[src/rtl/intra_pred_engine.sv]
// Intra prediction engine: latches one block request (mode, edge samples,
// availability flags), computes the DC value in a single cycle, then emits
// the predicted block one row per accepted handshake.
module intra_pred_engine #(
    parameter int BIT_WIDTH  = 8,
    parameter int BLOCK_SIZE = 16
) (
    input  logic                             clk,
    input  logic                             rst,
    input  logic                             in_valid,
    output logic                             in_ready,
    input  logic [1:0]                       mode,
    input  logic                             top_avail,
    input  logic                             left_avail,
    input  logic [BIT_WIDTH-1:0]             top_left,
    input  logic [BIT_WIDTH*BLOCK_SIZE-1:0]  top,
    input  logic [BIT_WIDTH*BLOCK_SIZE-1:0]  left,
    output logic                             out_valid,
    input  logic                             out_ready,
    output logic [BIT_WIDTH*BLOCK_SIZE-1:0]  out_row,
    output logic [$clog2(BLOCK_SIZE)-1:0]    out_row_idx,
    output logic                             out_last
);

    localparam int IDX_W = $clog2(BLOCK_SIZE);
    localparam int ACC_W = BIT_WIDTH + IDX_W + 1;
    localparam int ROW_W = BIT_WIDTH * BLOCK_SIZE;

    localparam logic [BIT_WIDTH-1:0] ONE_PIX  = {{(BIT_WIDTH-1){1'b0}}, 1'b1};
    localparam logic [BIT_WIDTH-1:0] MID_PIX  = {1'b1, {(BIT_WIDTH-1){1'b0}}};
    localparam logic [BIT_WIDTH-1:0] MID_P1   = MID_PIX + ONE_PIX;
    localparam logic [BIT_WIDTH-1:0] MID_M1   = MID_PIX - ONE_PIX;
    localparam logic [IDX_W-1:0]     ONE_IDX  = {{(IDX_W-1){1'b0}}, 1'b1};
    localparam logic [IDX_W-1:0]     LAST_IDX = IDX_W'(BLOCK_SIZE - 1);

    localparam logic [1:0] MODE_DC = 2'd0;
    localparam logic [1:0] MODE_TM = 2'd1;
    localparam logic [1:0] MODE_V  = 2'd2;
    localparam logic [1:0] MODE_H  = 2'd3;

    // Only the power-of-two sizes the rounding shifts are built for
    if ((BLOCK_SIZE != 4) && (BLOCK_SIZE != 8) && (BLOCK_SIZE != 16)) begin : g_bad_block_size
        $error("intra_pred_engine: BLOCK_SIZE must be 4, 8 or 16");
    end

    typedef enum logic [1:0] {
        ST_IDLE = 2'd0,
        ST_CALC = 2'd1,
        ST_EMIT = 2'd2
    } state_t;

    state_t                 state_r;
    logic [1:0]             mode_r;
    logic                   top_avail_r;
    logic                   left_avail_r;
    logic [BIT_WIDTH-1:0]   top_left_r;
    logic [ROW_W-1:0]       top_r;
    logic [ROW_W-1:0]       left_r;
    logic [BIT_WIDTH-1:0]   dc_r;
    logic [IDX_W-1:0]       row_cnt_r;

    logic [ACC_W-1:0]       sum_top_s;
    logic [ACC_W-1:0]       sum_left_s;
    logic [BIT_WIDTH-1:0]   dc_s;
    logic [BIT_WIDTH-1:0]   dc_sel_s;
    logic [IDX_W-1:0]       row_idx_s;
    logic [BIT_WIDTH-1:0]   left_pix_s;
    logic [ROW_W-1:0]       row_s;

    // One predicted sample; TM is evaluated signed two bits wider than a sample
    // so both the negative and the above-max results can be clipped.
    function automatic logic [BIT_WIDTH-1:0] pred_pixel(
        input logic [1:0]           m,
        input logic                 t_ok,
        input logic                 l_ok,
        input logic [BIT_WIDTH-1:0] t_pix,
        input logic [BIT_WIDTH-1:0] l_pix,
        input logic [BIT_WIDTH-1:0] corner,
        input logic [BIT_WIDTH-1:0] dc
    );
        logic signed [BIT_WIDTH+1:0] tm;
        logic [BIT_WIDTH-1:0]        tm_clip;
        logic [BIT_WIDTH-1:0]        pix;
        tm = $signed({2'b00, t_pix}) + $signed({2'b00, l_pix}) - $signed({2'b00, corner});
        if (tm[BIT_WIDTH+1]) begin
            tm_clip = {BIT_WIDTH{1'b0}};
        end else if (tm[BIT_WIDTH]) begin
            tm_clip = {BIT_WIDTH{1'b1}};
        end else begin
            tm_clip = tm[BIT_WIDTH-1:0];
        end
        case (m)
            MODE_DC: pix = dc;
            MODE_TM: begin
                if (t_ok && l_ok) begin
                    pix = tm_clip;
                end else if (t_ok) begin
                    pix = t_pix;
                end else if (l_ok) begin
                    pix = l_pix;
                end else begin
                    pix = MID_P1;
                end
            end
            MODE_V:  pix = t_ok ? t_pix : MID_M1;
            MODE_H:  pix = l_ok ? l_pix : MID_P1;
            default: pix = dc;
        endcase
        return pix;
    endfunction

    assign in_ready    = (state_r == ST_IDLE) && !rst;
    assign out_row_idx = row_cnt_r;

    // DC value from the latched edges; accumulator is wide enough for all-max edges
    always_comb begin
        sum_top_s  = {ACC_W{1'b0}};
        sum_left_s = {ACC_W{1'b0}};
        for (int i = 0; i < BLOCK_SIZE; i++) begin
            sum_top_s  = sum_top_s  + ACC_W'(top_r[i*BIT_WIDTH +: BIT_WIDTH]);
            sum_left_s = sum_left_s + ACC_W'(left_r[i*BIT_WIDTH +: BIT_WIDTH]);
        end
        if (top_avail_r && left_avail_r) begin
            dc_s = BIT_WIDTH'((sum_top_s + sum_left_s + ACC_W'(BLOCK_SIZE)) >> (IDX_W + 1));
        end else if (top_avail_r) begin
            dc_s = BIT_WIDTH'((sum_top_s + ACC_W'(BLOCK_SIZE / 2)) >> IDX_W);
        end else if (left_avail_r) begin
            dc_s = BIT_WIDTH'((sum_left_s + ACC_W'(BLOCK_SIZE / 2)) >> IDX_W);
        end else begin
            dc_s = MID_PIX;
        end
    end

    // Row to load next: row 0 from CALC (DC not yet registered), else the following row
    always_comb begin
        if (state_r == ST_CALC) begin
            row_idx_s = {IDX_W{1'b0}};
            dc_sel_s  = dc_s;
        end else begin
            row_idx_s = row_cnt_r + ONE_IDX;
            dc_sel_s  = dc_r;
        end
    end

    // Predicted samples for the row selected above
    always_comb begin
        row_s      = {ROW_W{1'b0}};
        left_pix_s = left_r[int'(row_idx_s)*BIT_WIDTH +: BIT_WIDTH];
        for (int i = 0; i < BLOCK_SIZE; i++) begin
            row_s[i*BIT_WIDTH +: BIT_WIDTH] = pred_pixel(mode_r, top_avail_r, left_avail_r,
                                                         top_r[i*BIT_WIDTH +: BIT_WIDTH],
                                                         left_pix_s, top_left_r, dc_sel_s);
        end
    end

    // Control FSM with registered request capture and registered row outputs
    always_ff @(posedge clk) begin
        if (rst) begin
            state_r      <= ST_IDLE;
            row_cnt_r    <= {IDX_W{1'b0}};
            out_valid    <= 1'b0;
            out_last     <= 1'b0;
            out_row      <= {ROW_W{1'b0}};
            dc_r         <= {BIT_WIDTH{1'b0}};
            mode_r       <= 2'd0;
            top_avail_r  <= 1'b0;
            left_avail_r <= 1'b0;
            top_left_r   <= {BIT_WIDTH{1'b0}};
            top_r        <= {ROW_W{1'b0}};
            left_r       <= {ROW_W{1'b0}};
        end else begin
            case (state_r)
                ST_IDLE: begin
                    if (in_valid) begin
                        mode_r       <= mode;
                        top_avail_r  <= top_avail;
                        left_avail_r <= left_avail;
                        top_left_r   <= top_left;
                        top_r        <= top;
                        left_r       <= left;
                        state_r      <= ST_CALC;
                    end
                end
                ST_CALC: begin
                    dc_r      <= dc_s;
                    row_cnt_r <= {IDX_W{1'b0}};
                    out_row   <= row_s;
                    out_valid <= 1'b1;
                    out_last  <= 1'b0;
                    state_r   <= ST_EMIT;
                end
                ST_EMIT: begin
                    if (out_ready) begin
                        if (out_last) begin
                            out_valid <= 1'b0;
                            out_last  <= 1'b0;
                            state_r   <= ST_IDLE;
                        end else begin
                            row_cnt_r <= row_idx_s;
                            out_row   <= row_s;
                            out_last  <= (row_idx_s == LAST_IDX);
                        end
                    end
                end
                default: begin
                    out_valid <= 1'b0;
                    out_last  <= 1'b0;
                    state_r   <= ST_IDLE;
                end
            endcase
        end
    end

endmodule

[config.mk]
export PLATFORM = sky130hd
export DESIGN_NAME = intra_pred_engine
export DESIGN_NICKNAME = d
export VERILOG_FILES = /design/src/rtl/intra_pred_engine.sv
export SDC_FILE = /design/constraint.sdc
export NUM_CORES = 2
export LEC_CHECK = 0
export BUFFER_PORTS_ARGS = -buffer_cell sky130_fd_sc_hd__buf_2
export CAP_MARGIN = 20
export CELL_PAD_IN_SITES_DETAIL_PLACEMENT = 1
export CELL_PAD_IN_SITES_GLOBAL_PLACEMENT = 1
export CORE_MARGIN = 5
export CORE_UTILIZATION = 45
export CTS_CLUSTER_SIZE = 12
export DETAILED_ROUTE_END_ITERATION = 7
export PLACE_DENSITY = 0.9
export SLEW_MARGIN = 10
export SYNTH_ARGS = -nofsm -noshare
export SYNTH_HDL_FRONTEND = slang
export SYNTH_SLANG_ARGS = --single-unit
[constraint.sdc]
create_clock -name clk -period 9.9 [get_ports clk]
set_clock_uncertainty 0.2 [all_clocks]
set_input_delay 1.485 -clock clk [delete_from_list [all_inputs] [get_ports clk]]
set_output_delay 1.485 -clock clk [all_outputs]
set_load 0.01 [all_outputs]
==> out/summary.txt <==
Status -> finished clean
Yosys top cell area share -> 24.3%
Fin. Hold Viols -> 0
RR Endpoint -> out_row[29]$_SDFFE_PP0P_
Gr usage total -> 34.9%
Cell with the most instances after synthesis -> nand2_1
CORE AREA -> 74,700 sq um
First-pass GRT wire length -> 218 mm
TritonCTS Sinks -> 412
Average routed wire per standard cell -> 27.2 microns
Leakage -> 16.5 nW
Flop2flop setup slack -> 0.85 ns
Seq cells post-synth -> 412
Critical Path RT -> 10.12 ns
Endpoint, Worst Hold -> top_left_r[3]$_SDFFE_PP0P_
Asr flop ratio synth -> 0%
Layout area overhead -> 13.8%
R2R cell count -> 25
First-pass DRT Iterations -> 6
Routed WL -> 147 mm
Setup TNS -> 0 ns
Yosys cell types -> 99
Crit Path Max Fanout -> 16
Gp weighted congestion -> 1.01
Clock buffer depth -> 3
YS warnings -> 0
Vias post-DR -> 33,300
Final Cycle Share -> 91.4%
Worst-path clk slew -> 0.06 ns
DP Area -> 36,900 sq um
Global route overflow -> 0
Post-Synthesis Cells -> 4,043
Hold Crit Depth -> 2
DR DRC count -> 0
Vias in the first global route -> 35,400
DRC marker count from the first detailed-route iteration -> 3,433
Final #Nets -> 5,191
Max H-tree Level -> 2
Hold crit path type -> reg -> reg
Critical R2R Launch -> top_r[26]$_SDFFE_PP0P_
Largest net degree at the start of global routing -> 85
Worst Path Arrival -> 9.27 ns
Cts-stage hold buffer count -> 0
CP Class -> reg -> reg
RSZ-0062 raised after global routing -> false
EDFF count, synth -> 0
Top FF cell, synth -> dfxtp_1
Initial Util -> 45.5%
DP HPWL -> 108 mm
CTS Buf Count -> 50
Row cnt -> 100
Fraction of layout instances using a drive strength above 1 -> 14.8%
Io pins -> 407
Post-CTS Resized -> 0
Synthesized area per cell -> 8.40 sq um
Mapped Area -> 34,000 sq um
Final setup fails -> 0
Max Slew Vio Count -> 0
Worst slew margin -> 23.5%
Worst Setup End Kind -> flip-flop
Type of origin of the critical path -> flip-flop
Clk_lat worst skew -> 0.64 ns
Min cycle time layout -> 9.05 ns
Min-delay src -> top_left_r[3]$_SDFFE_PP0P_
Ranking of synthesized cells by area -> dfxtp_1 (24%), fa_1 (20%), nand2_1 (7.7%)
Seq/Total Area, Yosys -> 24.3%
Postcts setup bufs -> 0
Die area -> 81,100 sq um
Most common library cells after synthesis -> nand2_1 (696), inv_1 (484), dfxtp_1 (412)
Synth Net Count -> 4,853
Power Dens Cells -> 395 nW/um^2
Initial antenna violation count -> 4
Root Buffer -> clkbuf_16
Yosys top cell by area -> dfxtp_1
Max Cap Violations -> 0
VDD IR-drop max -> 0.817 mV
Via density -> 6.19
CTS tree -> done
Port-buffer cells -> 406
Fmax achieved -> 0.111 GHz
Antenna Violating Nets Remaining -> 0
Final Cell Area -> 38,700 sq um
Die height -> 285 microns
Die X -> 285 microns
Slew @ Worst Pin -> 1.14 ns
==> state kept, by name, summed over array words and instances, names as in the netlist <==
name,count
left_avail_r,1
out_row_idx,4
mode_r,2
top_avail_r,1
state_r,2
top_left_r,8
left_r,128
top_r,128
out_row,128
out_last,1
out_valid,1
dc_r,8
==> layout by cell type, fill, tap and decap left out, types with 64 or more instances in the layout <==
master / instances
dfxtp_1: 410
o21ai_0: 153
fa_1: 344
nand2_1: 694
xnor2_1: 83
inv_1: 483
buf_4: 64
nor2_1: 268
a211oi_1: 95
ha_1: 193
nand3_1: 64
buf_2: 405
a21oi_1: 383
==> cells by family after synthesis <==
logic type / after synthesis / share of synthesized area [%]
buffers and inverters: 673 / 8.08
AO/OA/AOI/OAI: 1046 / 20.8
flip-flops: 412 / 24.3
multiplexers: 27 / 0.954
XOR/XNOR: 131 / 3.48
AND/OR/NAND/NOR: 1216 / 15.0
adder cells (fa/ha/maj): 538 / 27.4
==> power by group <==
part	total, W	internal, W	switching (W)
clock network	0.00194	0.00112	0.000825
logic	0.0114	0.00451	0.00686
registers	0.00197	0.00180	0.000172
total	0.0153	0.00742	0.00786
==> worst max-delay path by stage <==
stage	from	end	slack, ns
finish	top_r[26]$_SDFFE_PP0P_	out_row[29]$_SDFFE_PP0P_	0.85
global route	top_r[98]$_SDFFE_PP0P_	out_row[101]$_SDFFE_PP0P_	0.57
CTS	top_r[98]$_SDFFE_PP0P_	out_row[101]$_SDFFE_PP0P_	0.99
detailed placement	top_r[98]$_SDFFE_PP0P_	out_row[101]$_SDFFE_PP0P_	1.02
global placement	top_r[26]$_SDFFE_PP0P_	out_row[101]$_SDFFE_PP0P_	1.32
floorplan	top_r[98]$_SDFFE_PP0P_	out_row[46]$_SDFFE_PP0P_	2.18
==> metrics by stage <==
stage	hold slack [ns]	power [W]	setup slack, ns	util (%)	cells
3_5_place_dp	0.250	0.0129	1.02	49.4	5295
5_1_grt	0.266	0.0164	0.567	51.7	5388
3_3_place_gp	0.243	0.0125	1.32	49.4	5295
2_1_floorplan	0.236	0.0102	2.18	-	4043
4_1_cts	0.258	0.0151	0.994	51.7	5385
6_report	0.255	0.0153	0.851	51.8	5389
==> critical path, cell delays in order, from the launching register on <==
cell,delay [ns]
dfxtp_1,0.41
inv_1,0.09
fa_1,0.54
inv_1,0.07
fa_1,0.52
fa_1,0.62
fa_1,0.47
fa_1,0.50
inv_1,0.05
fa_1,0.48
inv_1,0.04
ha_1,0.22
fa_1,0.47
a211oi_1,0.32
nor2_1,0.11
xor2_1,0.47
ha_1,0.33
ha_1,0.36
a21o_2,0.24
a2111o_1,0.45
a31oi_4,0.25
xnor2_1,0.09
a221oi_1,0.27
o21ai_1,0.18
a31oi_4,0.89
a211oi_1,0.21
==> area by class of cell <==
cell class,instances,area (sq um)
fillers,8978,36000
multi-input cells,2958,23100
flip-flops and latches,412,8250
repair buffers,473,2580
inverters,486,1820
clock buffers,72,1470
well taps,969,1210
clock inverters,18,226
diodes,1,2.50
==> routing by layer <==
| layer | wire [microns] | vias to the layer above | global-route usage (%) |
|---|---|---|---|
| met1 | 55000 | 16400 | 43.4 |
| met4 | 9870 | 8 | 19.3 |
| li1 | - | 14300 | - |
| met5 | 59 | - | 0 |
| met2 | 65500 | 1955 | 54.9 |
| met3 | 16100 | 592 | 9.57 |
No activity file was read; power rests on OpenSTA's default activity.
